### src/rtl/store_pkg.sv
// Shared execute-stage definitions: store/load opcodes, store FSM states,
// and the alignment rule used by the store stage.
package store_pkg;

    localparam int unsigned XLEN_DEF   = 32;
    localparam int unsigned ADDR_W_DEF = 10;

    typedef enum logic [1:0] {
        ST_NOP = 2'd0,
        SB     = 2'd1,
        SH     = 2'd2,
        SW     = 2'd3
    } store_op_e;

    typedef enum logic [2:0] {
        LD_NOP = 3'd0,
        LB     = 3'd1,
        LH     = 3'd2,
        LW     = 3'd3,
        LBU    = 3'd4,
        LHU    = 3'd5
    } load_op_e;

    typedef enum logic {
        STORE_RESET = 1'b0,
        WRITE_MEM   = 1'b1
    } store_state_e;

    // Halfwords must be 2-byte aligned, words 4-byte aligned; bytes never fault.
    function automatic logic store_is_misaligned(input store_op_e op, input logic [1:0] lsbs);
        logic mis;
        mis = 1'b0;
        case (op)
            SH:      mis = lsbs[0];
            SW:      mis = (lsbs != 2'b00);
            default: mis = 1'b0;
        endcase
        return mis;
    endfunction

endpackage

### src/rtl/store_merge.sv
// Read-modify-write merge: inserts store data into the old RAM word at the
// byte/halfword lane selected by the captured address LSBs.
module store_merge
    import store_pkg::*;
#(
    parameter int unsigned XLEN = 32
) (
    input  logic [XLEN-1:0] old_word,
    input  logic [XLEN-1:0] data,
    input  logic [1:0]      lsbs,
    input  store_op_e       op,
    output logic [XLEN-1:0] new_word
);

    // Lane replacement; anything not written keeps the old RAM contents.
    always_comb begin
        new_word = old_word;
        case (op)
            SB: begin
                case (lsbs)
                    2'd0: new_word[7:0]   = data[7:0];
                    2'd1: new_word[15:8]  = data[7:0];
                    2'd2: new_word[23:16] = data[7:0];
                    2'd3: new_word[31:24] = data[7:0];
                    default: new_word = old_word;
                endcase
            end
            SH: begin
                if (lsbs[1]) new_word[31:16] = data[15:0];
                else         new_word[15:0]  = data[15:0];
            end
            SW:      new_word = data;
            default: new_word = old_word;
        endcase
    end

endmodule

### src/rtl/store.sv
// Store-execute stage: SB/SH/SW to a word-addressed RAM without byte enables.
// Cycle 0 reads the old word and stalls the PC; cycle 1 writes the merged word.
module store
    import store_pkg::*;
#(
    parameter int unsigned XLEN   = XLEN_DEF,
    parameter int unsigned ADDR_W = ADDR_W_DEF
) (
    input  logic              i_clk,
    input  logic              i_rst,
    input  logic [XLEN-1:0]   rs1_val,
    input  logic [XLEN-1:0]   rs2_val,
    input  logic [XLEN-1:0]   imm,
    input  logic [1:0]        store_control,
    input  logic [XLEN-1:0]   mem_rdata,
    output logic              stall_pc,
    output logic              stall_other_exec,
    output logic              store_misaligned,
    output logic              mem_rw_mode,
    output logic [ADDR_W-1:0] mem_addr,
    output logic [XLEN-1:0]   mem_wdata
);

    store_state_e      state, state_next;
    store_op_e         op_in, op_q;
    logic [1:0]        lsbs_q;
    logic [ADDR_W-1:0] waddr_q;
    logic [XLEN-1:0]   data_q;
    logic [XLEN-1:0]   ea;
    logic [XLEN-1:0]   merged;
    logic              misaligned;
    logic              accept;
    logic              unused_ea_hi;

    assign op_in        = store_op_e'(store_control);
    assign ea           = rs1_val + imm;
    assign misaligned   = store_is_misaligned(op_in, ea[1:0]);
    // Effective-address bits above the RAM window are dropped (4 KiB wrap).
    assign unused_ea_hi = ^ea[XLEN-1:ADDR_W+2];

    store_merge #(.XLEN(XLEN)) u_merge (
        .old_word (mem_rdata),
        .data     (data_q),
        .lsbs     (lsbs_q),
        .op       (op_q),
        .new_word (merged)
    );

    // State register and operand capture on accept; reset clears both.
    always_ff @(posedge i_clk) begin
        if (i_rst) begin
            state   <= STORE_RESET;
            op_q    <= ST_NOP;
            lsbs_q  <= '0;
            waddr_q <= '0;
            data_q  <= '0;
        end else begin
            state <= state_next;
            if (accept) begin
                op_q    <= op_in;
                lsbs_q  <= ea[1:0];
                waddr_q <= ea[ADDR_W+1:2];
                data_q  <= rs2_val;
            end
        end
    end

    // Next state and memory/stall outputs.
    always_comb begin
        state_next       = state;
        accept           = 1'b0;
        stall_pc         = 1'b0;
        stall_other_exec = 1'b0;
        store_misaligned = 1'b0;
        mem_rw_mode      = 1'b0;
        mem_addr         = '0;
        mem_wdata        = '0;
        case (state)
            STORE_RESET: begin
                if (!i_rst && op_in != ST_NOP) begin
                    if (misaligned) begin
                        store_misaligned = 1'b1;
                    end else begin
                        accept     = 1'b1;
                        mem_addr   = ea[ADDR_W+1:2];
                        stall_pc   = 1'b1;
                        state_next = WRITE_MEM;
                    end
                end
            end
            WRITE_MEM: begin
                // Write gated by reset so an abort never commits a partial store.
                mem_rw_mode      = !i_rst;
                mem_addr         = waddr_q;
                mem_wdata        = merged;
                stall_other_exec = 1'b1;
                state_next       = STORE_RESET;
            end
            default: state_next = STORE_RESET;
        endcase
    end

endmodule

### config.mk
export PLATFORM = sky130hd
export DESIGN_NAME = store
export DESIGN_NICKNAME = d
export VERILOG_FILES = /design/src/rtl/store_pkg.sv /design/src/rtl/store_merge.sv /design/src/rtl/store.sv
export SDC_FILE = /design/constraint.sdc
export NUM_CORES = 1
export LEC_CHECK = 0
export ABC_AREA = 1
export BUFFER_PORTS_ARGS = -buffer_cell sky130_fd_sc_hd__buf_4
export CORE_MARGIN = 2
export CORE_UTILIZATION = 45
export DETAILED_ROUTE_END_ITERATION = 8
export GPL_TIMING_DRIVEN = 0
export PLACE_DENSITY = 0.8
export SLEW_MARGIN = 30
export SYNTH_ARGS = -nofsm -noshare
export SYNTH_HDL_FRONTEND = slang
export SYNTH_SLANG_ARGS = --single-unit
### constraint.sdc
create_clock -name i_clk -period 4.6 [get_ports i_clk]
set_clock_uncertainty 0.2 [all_clocks]
set_input_delay 0.92 -clock i_clk [delete_from_list [all_inputs] [get_ports i_clk]]
set_output_delay 0.92 -clock i_clk [all_outputs]
set_load 0.05 [all_outputs]
==> results.yml, run 1 <==
min_path:
  min_path_type: "register to register"
floorplan:
  die_area_sq_um: 8110
  rows: 31
  fp.dieH_um: 90.1
  start_util_pct: 46.2
  io-pin-count: 178
  core_sq_um: 7210
  die_x_um: 90.1
clock_tree:
  path_clk_slew_ps: 80
  ctsHoldBuffers: 0
  htree_levels: 2
  cts_tree: "built"
  cts.sinks: 47
  numCtsBuffers: 5
  ctsLongestPathBuffers: 2
  cts_setup_buffers: 0
  cts_root_buf: "clkbuf_8"
  ctsResizeCount: 0
  clock_latency_ps: 300
route:
  wirelength_um: 10600
  antenna_left: 0
  drc_errors: 0
  drtPass1Iterations: 6
  num_vias: 4096
  drt-initial-drc-count: 199
  vias_per_cell: 5.09
  wire_per_inst_um: 13.1
timing:
  fin_tns_setup_ps: 0
  min_period_ps: 4200
  maxSlewHeadroom_pct: 67.7
  setup_violations: 0
  finalCritPeriodShare_pct: 91.2
  slew_violations: 0
  tightest_slew_ps: 485
  rsz0062_at_grt: "no"
  fmaxAchievable_ghz: 0.238
  hold_violations: 0
  hold_ws_ps: 274
power_and_ir_drop:
  switching_share_pct: 38.2
  comb_power_share_pct: 38.6
  p_per_area_nw_per_um2: 277
  total_leakage_power_nw: 2.44
  peakVddDrop_mv: 0.197
  p_clk_share_pct: 24.2
  intPower_mw: 0.788
  power_switching_mw: 0.488
  seqPwrFrac_pct: 37.2
global_routing:
  grt_usage_pct: 25.3
  overflow: 0
  antenna_found_initial: 0
  grt_pass1_vias: 3801
  grt_pass1_wl_um: 17100
  grt_max_degree: 17
placed_design:
  port_buffers: 137
  gp_congestion: 0.964
  placedCellCount: 796
  dp_hpwl_um: 8790
layout:
  seq_area_sq_um: 941
  layoutNonFillerInstCount: 804
  antenna_cells: 0
  layout-drive-gt1-share_pct: 25.0
  area.growth.synth_to_final_pct: 38.0
  fillers: 712
  multi_input_area_sq_um: 2000
  fin_nets: 848
synth:
  yosys_register_bits: 47
  synth.area.top_cells: "dfxtp_1, nand2_1, inv_1, a21oi_1, nand3_1"
  syn_inst: 560
  syn_area_sq_um: 3330
  synth_edf_count: 0
  ys_warn_count: 0
  yosys.cell_count.top_type: "nand2_1"
  synthFlopType: "dfxtp_1"
  yosysTopAreaCell: "dfxtp_1"
  synth_top_cells_by_count: "nand2_1, inv_1, dfxtp_1"
  synth_cell_types: 31
  ys_seq_area_share_pct: 28.2
  syn_avg_cell_area_sq_um: 5.95
  syn-num-nets: 704
  synth_top_area_share_pct: 28.2
  synthArstFlopShare_pct: 0
setup_path:
  crit_slowest_cell: "fa_1"
  path_class: "input port to primary output"
  worstPathMaxFanout: 10
  end_kind: "primary output"
  crit_top_cell: "nand2_1"
  worstPathArrival_ps: 3080
  critical-path-max-stage-delay_ps: 500
  cp_data_required_time_ps: 3480
  cp-start-kind: "input port"
  cp_cell_sequence: "buf_4 > ha_1 > inv_1 > fa_1 > inv_1 > nand2_1 > a21oi_1 > nor2_1 > nand2_1 > inv_2 > buf_2 > nand3_1 > nand2_1 > buf_4"
flow_run:
  max_cap_viol_count: 0
outcome:
  status: "completed"
-- power groups by stage --
stage               sequential, mW  combinational [mW]  clock, mW
floorplan                    0.476               0.326          0
global placement             0.481               0.482          0
detailed placement           0.483               0.490          0
CTS                          0.474               0.492      0.313
global route                 0.478               0.539      0.331
finish                       0.475               0.492      0.309
-- kinds of logic (layout without fill, tap and decap cells) --
group                      count (synthesis)  after routing  share of synthesized area, %
and+or+nand+nor                          305            305                          37.7
xor gates and xnor gates                   2              2                         0.526
buffers and inverters                    100            245                          11.8
adders and majority gates                 12             12                          4.73
DFF                                       47             47                          28.2
AOI/OAI and AO/OA                         94             94                          17.0
-- path summary, 6_finish.rpt --
check	endpoint	start	slack (ps)	depth (start not counted)
worst max-delay path	mem_addr[2]	rs1_val[0]	400	14
worst min-delay path	waddr_q[3]$_SDFFE_PP0P_	waddr_q[3]$_SDFFE_PP0P_	270	2
worst max register to register	waddr_q[2]$_SDFFE_PP0P_	state$_SDFF_PP0_	2590	7
worst min register to register	waddr_q[3]$_SDFFE_PP0P_	waddr_q[3]$_SDFFE_PP0P_	270	2
-- state kept, by name, summed over array words and instances (netlist names) --
register / cells
lsbs_q: 2
waddr_q: 10
data_q: 32
op_q: 2
state: 1
-- cells in the final DEF, fill, tap and decap left out, drive strengths merged, types with 8 or more instances in the layout --
cell,count
clkbuf,11
nor2,32
ha,11
o2111ai,8
o211ai,8
a31oi,8
o21ai,22
nand2,225
buf,152
inv,78
dfxtp,47
nand3,39
a21oi,45
-- stage by stage --
stage / power [mW] / setup WS (ps) / instance area, sq um / utilization, %
after floorplan: 0.802 / 823 / 3330 / -
after global placement: 0.963 / 466 / 4480 / 62.2
after detailed placement: 0.973 / 408 / 4480 / 62.2
after CTS: 1.28 / 390 / 4600 / 63.8
after global routing: 1.35 / 200 / 4600 / 63.8
final: 1.28 / 405 / 4600 / 63.8
-- final cells by class --
class | instances | area share (%)
well taps | 99 | 2.69
repair buffers | 137 | 22.4
clock inverters | 3 | 1.01
flip-flops and latches | 47 | 20.5
multi-input cells | 413 | 43.4
inverters | 79 | 6.45
clock buffers | 5 | 1.50
plain buffers | 21 | 2.12
-- metal layers --
layer | vias up | global-route usage [%] | wire length, um
met3 | 26 | 4.69 | 808
met2 | 185 | 44.8 | 5130
met1 | 1819 | 31.1 | 4420
met5 | - | 0 | 0
met4 | 0 | 7.69 | 211
li1 | 2066 | - | -
-- worst max-delay path, delay by kind of cell --
kind / cells / cell delay [ps]
compound gates: 1 / 70
buf+inv: 6 / 840
simple gates: 5 / 520
fa+ha+maj: 2 / 710
Power figures use the tool's default switching activity.
==> run 2: changes to the inputs <==
- CORE_UTILIZATION: 45 -> 46
- PLACE_DENSITY: 0.8 -> 0.82
==> results.yml, run 2 (synthesis gave the netlist of run 1 again) <==
outcome:
  status: "completed"
global_routing:
  grt_max_degree: 17
  grt_pass1_vias: 3741
  overflow: 0
  antenna_found_initial: 0
  grt_pass1_wl_um: 16800
  grt_usage_pct: 26.9
timing:
  hold_violations: 0
  tightest_slew_ps: 546
  fin_tns_setup_ps: 0
  fmaxAchievable_ghz: 0.240
  slew_violations: 0
  maxSlewHeadroom_pct: 63.6
  rsz0062_at_grt: "no"
  finalCritPeriodShare_pct: 90.6
  min_period_ps: 4170
  setup_violations: 0
power_and_ir_drop:
  intPower_mw: 0.788
  total_leakage_power_nw: 2.44
  peakVddDrop_mv: 0.144
  seqPwrFrac_pct: 37.1
  design_power_total_mw: 1.28
  p_clk_share_pct: 24.3
  comb_power_share_pct: 38.6
  p_per_area_nw_per_um2: 279
  power_switching_mw: 0.494
  switching_share_pct: 38.6
floorplan:
  fp.dieH_um: 89.1
  start_util_pct: 46.7
  rows: 31
  die_area_sq_um: 7940
  core_sq_um: 7140
  io-pin-count: 178
  die_x_um: 89.1
flow_run:
  max_cap_viol_count: 0
setup_path:
  path_class: "input port to primary output"
  cp_cell_sequence: "buf_4 > ha_1 > inv_1 > fa_1 > inv_1 > nand2_1 > a21oi_1 > nor2_1 > nand2_1 > inv_2 > buf_2 > nand3_1 > nand2_1 > buf_4"
  path_delay_family: "buffers and inverters"
  worstPathMaxFanout: 10
  critical-path-max-stage-delay_ps: 480
  crit_slowest_cell: "fa_1"
  rrSetupSlack_ps: 2600
  cp_data_required_time_ps: 3480
  reg2reg_to: "lsbs_q[0]$_SDFFE_PP0P_"
  crit_top_cell: "nand2_1"
  path_buf_inv: 6
  rr_worst_depth: 7
  reg2reg_from: "state$_SDFF_PP0_"
  end_kind: "primary output"
  worstPathArrival_ps: 3050
  cp-start-kind: "input port"
min_path:
  min_to: "waddr_q[4]$_SDFFE_PP0P_"
  min_path_type: "register to register"
  hold_depth: 2
  min-delay-start: "waddr_q[4]$_SDFFE_PP0P_"
route:
  drtPass1Iterations: 5
  wire_per_inst_um: 13.7
  routed.top_layer: "met4"
  wl_met3_um: 834
  drc_errors: 0
  met1_length_um: 4710
  route.met2.wl_um: 5250
  drt-initial-drc-count: 230
  vias_per_cell: 5.12
  wirelength_um: 11000
  num_vias: 4115
  antenna_left: 0
layout:
  antenna_cells: 0
  largest-register: "data_q"
  biggestRegsByFlops: "data_q x32, waddr_q x10"
  fin_nets: 848
  area.growth.synth_to_final_pct: 38.0
  fillers: 719
  layout_common_cells: "nand2_1, buf_4, inv_1"
  largest_reg_flops: 32
  layout-drive-gt1-share_pct: 25.0
  layout_commonest_cell: "nand2_1"
clock_tree:
  cts_setup_buffers: 0
  htree_levels: 2
  numCtsBuffers: 5
  ctsLongestPathBuffers: 2
  cts_tree: "built"
  path_clk_slew_ps: 80
  clock_latency_ps: 300
  ctsHoldBuffers: 0
  ctsResizeCount: 0
  cts.sinks: 47
  cts_root_buf: "clkbuf_8"
placed_design:
  port_buffers: 137
  dp_hpwl_um: 9120
  gp_congestion: 0.886
-- run 2: cell counts in the layout (fill, tap and decap cells not counted) --
No cell type changed its count.
-- run 2: how the worst max path moves through the flow --
stage | startpoint | end | slack (ps) | cells after the start
2_1_floorplan | rs1_val[0] | mem_addr[2] | 820 | 12
6_report | rs1_val[0] | mem_addr[2] | 430 | 14
5_1_grt | rs1_val[0] | mem_addr[2] | 310 | 14
3_5_place_dp | rs1_val[0] | mem_addr[2] | 460 | 14
4_1_cts | rs1_val[0] | mem_addr[2] | 450 | 14
3_3_place_gp | rs1_val[0] | mem_addr[2] | 480 | 14
-- run 2: area by class of cell --
type | instances | area [sq um] | share of cell area (%)
Buffer | 21 | 97.6 | 2.12
Inverter | 79 | 297 | 6.45
Clock inverter | 3 | 46.3 | 1.01
Multi-Input combinational cell | 413 | 2000 | 43.4
Timing Repair Buffer | 137 | 1030 | 22.4
Tap cell | 99 | 124 | 2.69
Sequential cell | 47 | 941 | 20.5
Clock buffer | 5 | 68.8 | 1.50
-- run 2: routing by layer --
layer / vias up / global-route usage [%]
met4: 0 / 7.73
met2: 175 / 46.5
met5: - / 0
met3: 23 / 3.97
li1: 2064 / -
met1: 1853 / 34.8
-- run 2: power by group through the flow --
| stage | clock network (mW) | registers [mW] | logic, mW |
|---|---|---|---|
| finish | 0.311 | 0.476 | 0.495 |
| floorplan | 0 | 0.476 | 0.326 |
| global route | 0.330 | 0.479 | 0.543 |
| global placement | 0 | 0.482 | 0.484 |
| CTS | 0.313 | 0.475 | 0.494 |
| detailed placement | 0 | 0.484 | 0.492 |
-- run 2: stage by stage --
stage	area [sq um]	setup slack [ps]	hold WS [ps]	utilization (%)	cells
final	4600	433	270	64.4	804
after global routing	4600	313	288	64.4	804
after CTS	4600	447	269	64.4	804
after detailed placement	4480	464	257	62.8	796
after global placement	4480	479	250	62.8	796
after floorplan	3330	823	238	-	560
-- run 2: worst register-to-register path, cell delays in order (launching register included) --
cell      delay, ps
dfxtp_1         340
buf_2           220
clkinv_1        280
nand2_1         270
inv_2           130
buf_2           210
o21ai_0         170
a21oi_1          70
